--- src/rtl/mul_pkg.sv ---
// Shared definitions for the multiply/accumulate stage: op encodings, FSM states, byte width.
package mul_pkg;

  localparam int unsigned BYTE_W = 8;

  localparam logic [1:0] MUL_OP_MUL = 2'b00;
  localparam logic [1:0] MUL_OP_MAC = 2'b01;
  localparam logic [1:0] MUL_OP_CLR = 2'b10;

  typedef enum logic [1:0] {
    StIdle,
    StCalc,
    StOutLo,
    StOutHi
  } state_e;

endpackage

--- src/rtl/mul_array8x8.sv ---
// Existing 8x8 unsigned combinational array multiplier (shift-and-add of partial products).
module mul_array8x8 (
  input  logic [7:0]  a,
  input  logic [7:0]  b,
  output logic [15:0] p
);

  always_comb begin
    p = '0;
    for (int i = 0; i < 8; i++) begin
      if (b[i]) p = p + ({8'd0, a} << i);
    end
  end

endmodule

--- src/rtl/mul_sign_corr.sv ---
// Turns an unsigned 8x8 product into the two's-complement product when op_signed is set.
module mul_sign_corr
  import mul_pkg::*;
(
  input  logic [BYTE_W-1:0]   a,
  input  logic [BYTE_W-1:0]   b,
  input  logic [2*BYTE_W-1:0] prod,
  input  logic                op_signed,
  output logic [2*BYTE_W-1:0] p
);

  logic [2*BYTE_W-1:0] corr_a;
  logic [2*BYTE_W-1:0] corr_b;

  // A negative operand contributes an extra 2^8 * (other operand) in the unsigned product.
  always_comb begin
    corr_a = (op_signed && a[BYTE_W-1]) ? {b, {BYTE_W{1'b0}}} : '0;
    corr_b = (op_signed && b[BYTE_W-1]) ? {a, {BYTE_W{1'b0}}} : '0;
    p      = prod - corr_a - corr_b;
  end

endmodule

--- src/rtl/mul_acc_unit.sv ---
// Sequential multiply / multiply-accumulate stage returning a 16-bit result as two bytes.
// Define MUL_ACC_MAC_EN to build the accumulator, acc_ovf and the MAC/CLR modes.
module mul_acc_unit
  import mul_pkg::*;
#(
  parameter int unsigned ACC_W = 20
) (
  input  logic              clk,
  input  logic              rst_n,
  input  logic              in_valid,
  output logic              in_ready,
  input  logic [BYTE_W-1:0] op_a,
  input  logic [BYTE_W-1:0] op_b,
  input  logic              op_signed,
  input  logic [1:0]        op_mode,
  output logic              out_valid,
  input  logic              out_ready,
  output logic [BYTE_W-1:0] out_byte,
  output logic              out_last,
  output logic              acc_ovf,
  output logic              busy
);

  if (ACC_W < 16 || ACC_W > 32) begin : g_bad_acc_w
    $error("mul_acc_unit: ACC_W must be in 16..32");
  end

  state_e              state_q, state_d;
  logic [BYTE_W-1:0]   a_q, b_q;
  logic                signed_q;
  logic [1:0]          mode_q;
  logic [2*BYTE_W-1:0] result_q;
  logic [2*BYTE_W-1:0] prod_u;
  logic [2*BYTE_W-1:0] prod;
  logic                is_clr;

  mul_array8x8 u_array (
    .a (a_q),
    .b (b_q),
    .p (prod_u)
  );

  mul_sign_corr u_sign_corr (
    .a         (a_q),
    .b         (b_q),
    .prod      (prod_u),
    .op_signed (signed_q),
    .p         (prod)
  );

  assign is_clr = (mode_q == MUL_OP_CLR);

`ifdef MUL_ACC_MAC_EN
  logic [ACC_W-1:0] acc_q;
  logic [ACC_W-1:0] acc_next;
  logic [ACC_W-1:0] p_ext;
  logic [ACC_W:0]   sum;
  logic             ovf_q;
  logic             ovf_now;
  logic             is_mac;

  assign is_mac = (mode_q == MUL_OP_MAC);

  always_comb begin
    p_ext    = signed_q ? ACC_W'($signed(prod)) : ACC_W'(prod);
    sum      = {1'b0, acc_q} + {1'b0, p_ext};
    acc_next = sum[ACC_W-1:0];
    // Signed overflow: like-signed addends yield a result of the opposite sign.
    if (signed_q) begin
      ovf_now = (acc_q[ACC_W-1] == p_ext[ACC_W-1]) && (acc_next[ACC_W-1] != acc_q[ACC_W-1]);
    end else begin
      ovf_now = sum[ACC_W];
    end
  end

  always_ff @(posedge clk or negedge rst_n) begin
    if (!rst_n) begin
      acc_q <= '0;
      ovf_q <= 1'b0;
    end else if (state_q == StCalc) begin
      if (is_clr) begin
        acc_q <= '0;
        ovf_q <= 1'b0;
      end else if (is_mac) begin
        acc_q <= acc_next;
        if (ovf_now) ovf_q <= 1'b1;
      end
    end
  end

  assign acc_ovf = ovf_q;
`else
  assign acc_ovf = 1'b0;
`endif

  always_ff @(posedge clk or negedge rst_n) begin
    if (!rst_n) begin
      state_q  <= StIdle;
      a_q      <= '0;
      b_q      <= '0;
      signed_q <= 1'b0;
      mode_q   <= '0;
      result_q <= '0;
    end else begin
      state_q <= state_d;
      if (state_q == StIdle && in_valid) begin
        a_q      <= op_a;
        b_q      <= op_b;
        signed_q <= op_signed;
        mode_q   <= op_mode;
      end
      if (state_q == StCalc && !is_clr) begin
`ifdef MUL_ACC_MAC_EN
        result_q <= is_mac ? acc_next[2*BYTE_W-1:0] : prod;
`else
        result_q <= prod;
`endif
      end
    end
  end

  always_comb begin
    state_d   = state_q;
    in_ready  = 1'b0;
    busy      = 1'b1;
    out_valid = 1'b0;
    out_byte  = '0;
    out_last  = 1'b0;
    case (state_q)
      StIdle: begin
        in_ready = 1'b1;
        busy     = 1'b0;
        if (in_valid) state_d = StCalc;
      end
      StCalc: begin
        state_d = is_clr ? StIdle : StOutLo;
      end
      StOutLo: begin
        out_valid = 1'b1;
        out_byte  = result_q[BYTE_W-1:0];
        if (out_ready) state_d = StOutHi;
      end
      StOutHi: begin
        out_valid = 1'b1;
        out_byte  = result_q[2*BYTE_W-1:BYTE_W];
        out_last  = 1'b1;
        if (out_ready) state_d = StIdle;
      end
      default: state_d = StIdle;
    endcase
  end

endmodule

--- config.mk ---
export PLATFORM = sky130hd
export DESIGN_NAME = mul_acc_unit
export DESIGN_NICKNAME = d
export VERILOG_FILES = /design/src/rtl/mul_pkg.sv /design/src/rtl/mul_array8x8.sv /design/src/rtl/mul_sign_corr.sv /design/src/rtl/mul_acc_unit.sv
export SDC_FILE = /design/constraint.sdc
export NUM_CORES = 1
export LEC_CHECK = 0
export ABC_CLOCK_PERIOD_IN_PS = 27600
export BUFFER_PORTS_ARGS = -buffer_cell sky130_fd_sc_hd__buf_4
export CORE_ASPECT_RATIO = 0.5
export CORE_MARGIN = 2
export CORE_UTILIZATION = 40
export DETAILED_ROUTE_END_ITERATION = 16
export PLACE_DENSITY = 0.56
export SYNTH_ARGS = -nofsm -noshare
export SYNTH_HDL_FRONTEND = slang
export SYNTH_HIERARCHICAL = 1
export SYNTH_SLANG_ARGS = --single-unit
--- constraint.sdc ---
create_clock -name clk -period 27.6 [get_ports clk]
set_input_delay 5.52 -clock clk [delete_from_list [all_inputs] [get_ports clk]]
set_output_delay 5.52 -clock clk [all_outputs]
set_load 0.05 [all_outputs]
==> flow_metrics.tcl <==
set metrics [dict create \
    status "finished clean" \
    cpLargestDelayFamily "compound AO/OA/AOI/OAI gates" \
    drt-total-wl_um 13900 \
    ys_warn_count 6 \
    required_ps 27760 \
    setup_total_negative_slack_ps 0 \
    synth_edf_count 0 \
    dieHeight_um 87.5 \
    worstHoldPathCells 1 \
    cts.sinks 37 \
    cts_buffer_depth 2 \
    port_buffers 34 \
    grt_setup_unrepaired "false" \
    min_period_over_period 0.402 \
    r2r-end "result_q[15]$_DFFE_PN0P_" \
    clk_latency_ps 280 \
    gp_congestion 0.856 \
    antenna_found_initial 0 \
    numCtsBuffers 5 \
    io-pin-count 36 \
    hold_path.class "reg2reg" \
    cts_resized 0 \
    end_kind "flop" \
    postCtsHoldBufs 0 \
    fmax_mhz 90.2 \
    drc_errors 0 \
    maxCapViolCount 0 \
    netlist_area_mm2 0.00558 \
    hp-start "result_q[0]$_DFFE_PN0P_" \
    grt_max_degree 38 \
    cp_common_cell "ha_1" \
    timing.final.ws_setup_ps 16510 \
    grt_usage 0.192 \
    hpwl_um 10500 \
    startpoint_type "flop" \
    core-area_mm2 0.0136 \
    synth-async-reset-ratio 1.00 \
    antenna_left 0 \
    reg2reg_from "a_q[3]$_DFFE_PN0P_" \
    crit_arrival_ps 11250 \
    post_cts_buffers 0 \
    worst_pin_slew_ps 924 \
    final_cell_mix "69 x ha_1, 46 x inv_1, 37 x dfrtp_1" \
    first_iter_violations 209 \
    num_antenna_cells 0 \
    path_class "reg2reg" \
    fin_skew_ps 3.99 \
    cp_max_fo 18 \
    grt-ovfl-total 0 \
    dr.pass1.iters 4 \
    die_x_um 171 \
    maxSlewViolCount 0 \
    synth_area_leader_cell "dfrtp_1" \
    rows 30 \
    layout.nets 746 \
    synthFlopType "dfrtp_1" \
    synthCells 626 \
    netlist.area_leader.share 0.166 \
    wl_per_cell_um 16.7 \
    grt_pass1_vias 4262 \
    reg2regPathDepth 49 \
    ys_ff_latch 37 \
    setup_violations 0 \
    synth_seq_area_share 0.166 \
    grt_pass1_wl_um 22400 \
    ys_types 80 \
    netlist_top_cells_area "dfrtp_1 17%, ha_1 15%, mux2_2 6.1%, mux2_4 5.4%, fa_1 5.0%" \
    pre_cts_slack_ps 16570 \
    cp_slowest_cell "dfrtp_1" \
    viasPerCell 5.44 \
    rrSetupSlack_ps 16510 \
    period_needed_ps 11090 \
    start_util 0.410 \
    synth_nets 732 \
    max_slew_margin 0.384 \
    critPathMaxStageDelay_ps 660 \
    worstSetupPathDepth 49 \
    cts_tree "yes" \
    drive_gt1_frac 0.185 \
    root_buffer "clkbuf_16" \
    worst-path-buf-inv 3 \
    die-area_mm2 0.0150 \
    clk_pin_slew_worst_paths_ps 60 \
    htreeDepth 2 \
    syn-mean-instance-area_um2 8.91 \
    syn2layout_area_growth_pct 8.55 \
    holdPathEnd "result_q[0]$_DFFE_PN0P_" \
    report.final.hold_viol_count 0 \
    num_vias 4517 \
    final_common_cell "ha_1" \
]
## cell type report
class | instances | area [um2]
inverters | 49 | 184
repair buffers | 35 | 263
well taps | 192 | 240
clock buffers | 5 | 125
clock inverters | 1 | 5.00
multi-input cells | 512 | 4310
fillers | 1356 | 7540
flip-flops and latches | 37 | 926
## worst reg2reg max path, delay by kind of cell (launching register included)
kind / cells / cell delay, ps
AO/OA/AOI/OAI: 20 / 3840
XOR/XNOR: 5 / 720
adder cells (fa/ha/maj): 9 / 3080
buffers and inverters: 3 / 240
flip-flops: 1 / 660
multiplexers: 3 / 840
AND/OR/NAND/NOR: 9 / 1610
## how the worst max path moves through the flow
stage	start	to	slack, ps
floorplan	a_q[3]$_DFFE_PN0P_	result_q[15]$_DFFE_PN0P_	17870
global placement	a_q[3]$_DFFE_PN0P_	result_q[15]$_DFFE_PN0P_	16560
detailed placement	a_q[3]$_DFFE_PN0P_	result_q[15]$_DFFE_PN0P_	16570
CTS	a_q[3]$_DFFE_PN0P_	result_q[15]$_DFFE_PN0P_	16540
global route	a_q[3]$_DFFE_PN0P_	result_q[15]$_DFFE_PN0P_	15590
finish	a_q[3]$_DFFE_PN0P_	result_q[15]$_DFFE_PN0P_	16510
## registers in the layout, indices dropped and copies added, names as in the netlist, named ones only
name,cells
mode_q,2
b_q,8
result_q,16
a_q,8
signed_q,1
state_q,1
## per-stage QoR
stage	utilization	cells	hold WS (ps)	instance area, um2
after floorplan	-	626	474	5580
after global placement	0.436	825	488	5920
after detailed placement	0.436	825	497	5920
after CTS	0.445	831	506	6050
after global routing	0.445	831	513	6050
final	0.445	831	503	6050
## layer usage
metal  part of all wire  wire length (um)  up-vias  GRT usage
met4             0.0084               117        0     0.0308
met2               0.43              5890       84      0.295
met5                  0                 0        -          0
met3              0.035               479       10     0.0164
met1               0.53              7360     2159      0.295
li1                   -                 -     2264          -
## cell families after synthesis
family,Yosys count,synth area share
mux,65,0.141
xor+xnor,38,0.0597
simple gates,173,0.164
fa+ha+maj,83,0.205
other cells,1,0.000673
buf+inv,77,0.0610
flops,37,0.166
compound gates,152,0.202
## synthesized netlist by cell type, drive strengths merged (13+ instances only)
cell type and n:
a21oi 36, mux2 50, dfrtp 37, clkbuf 14, nor2b 19, nor2 36, ha 69, nand2b 13
nand2 37, inv 47, and3 14, buf 14, mux2i 15, fa 14, xnor2 24, a21o 19
o21ai 24, xor2 14
Power is left out: the tool's default activity adds up to more than one toggle a clock period on the data nets, which glitch-free logic cannot reach.
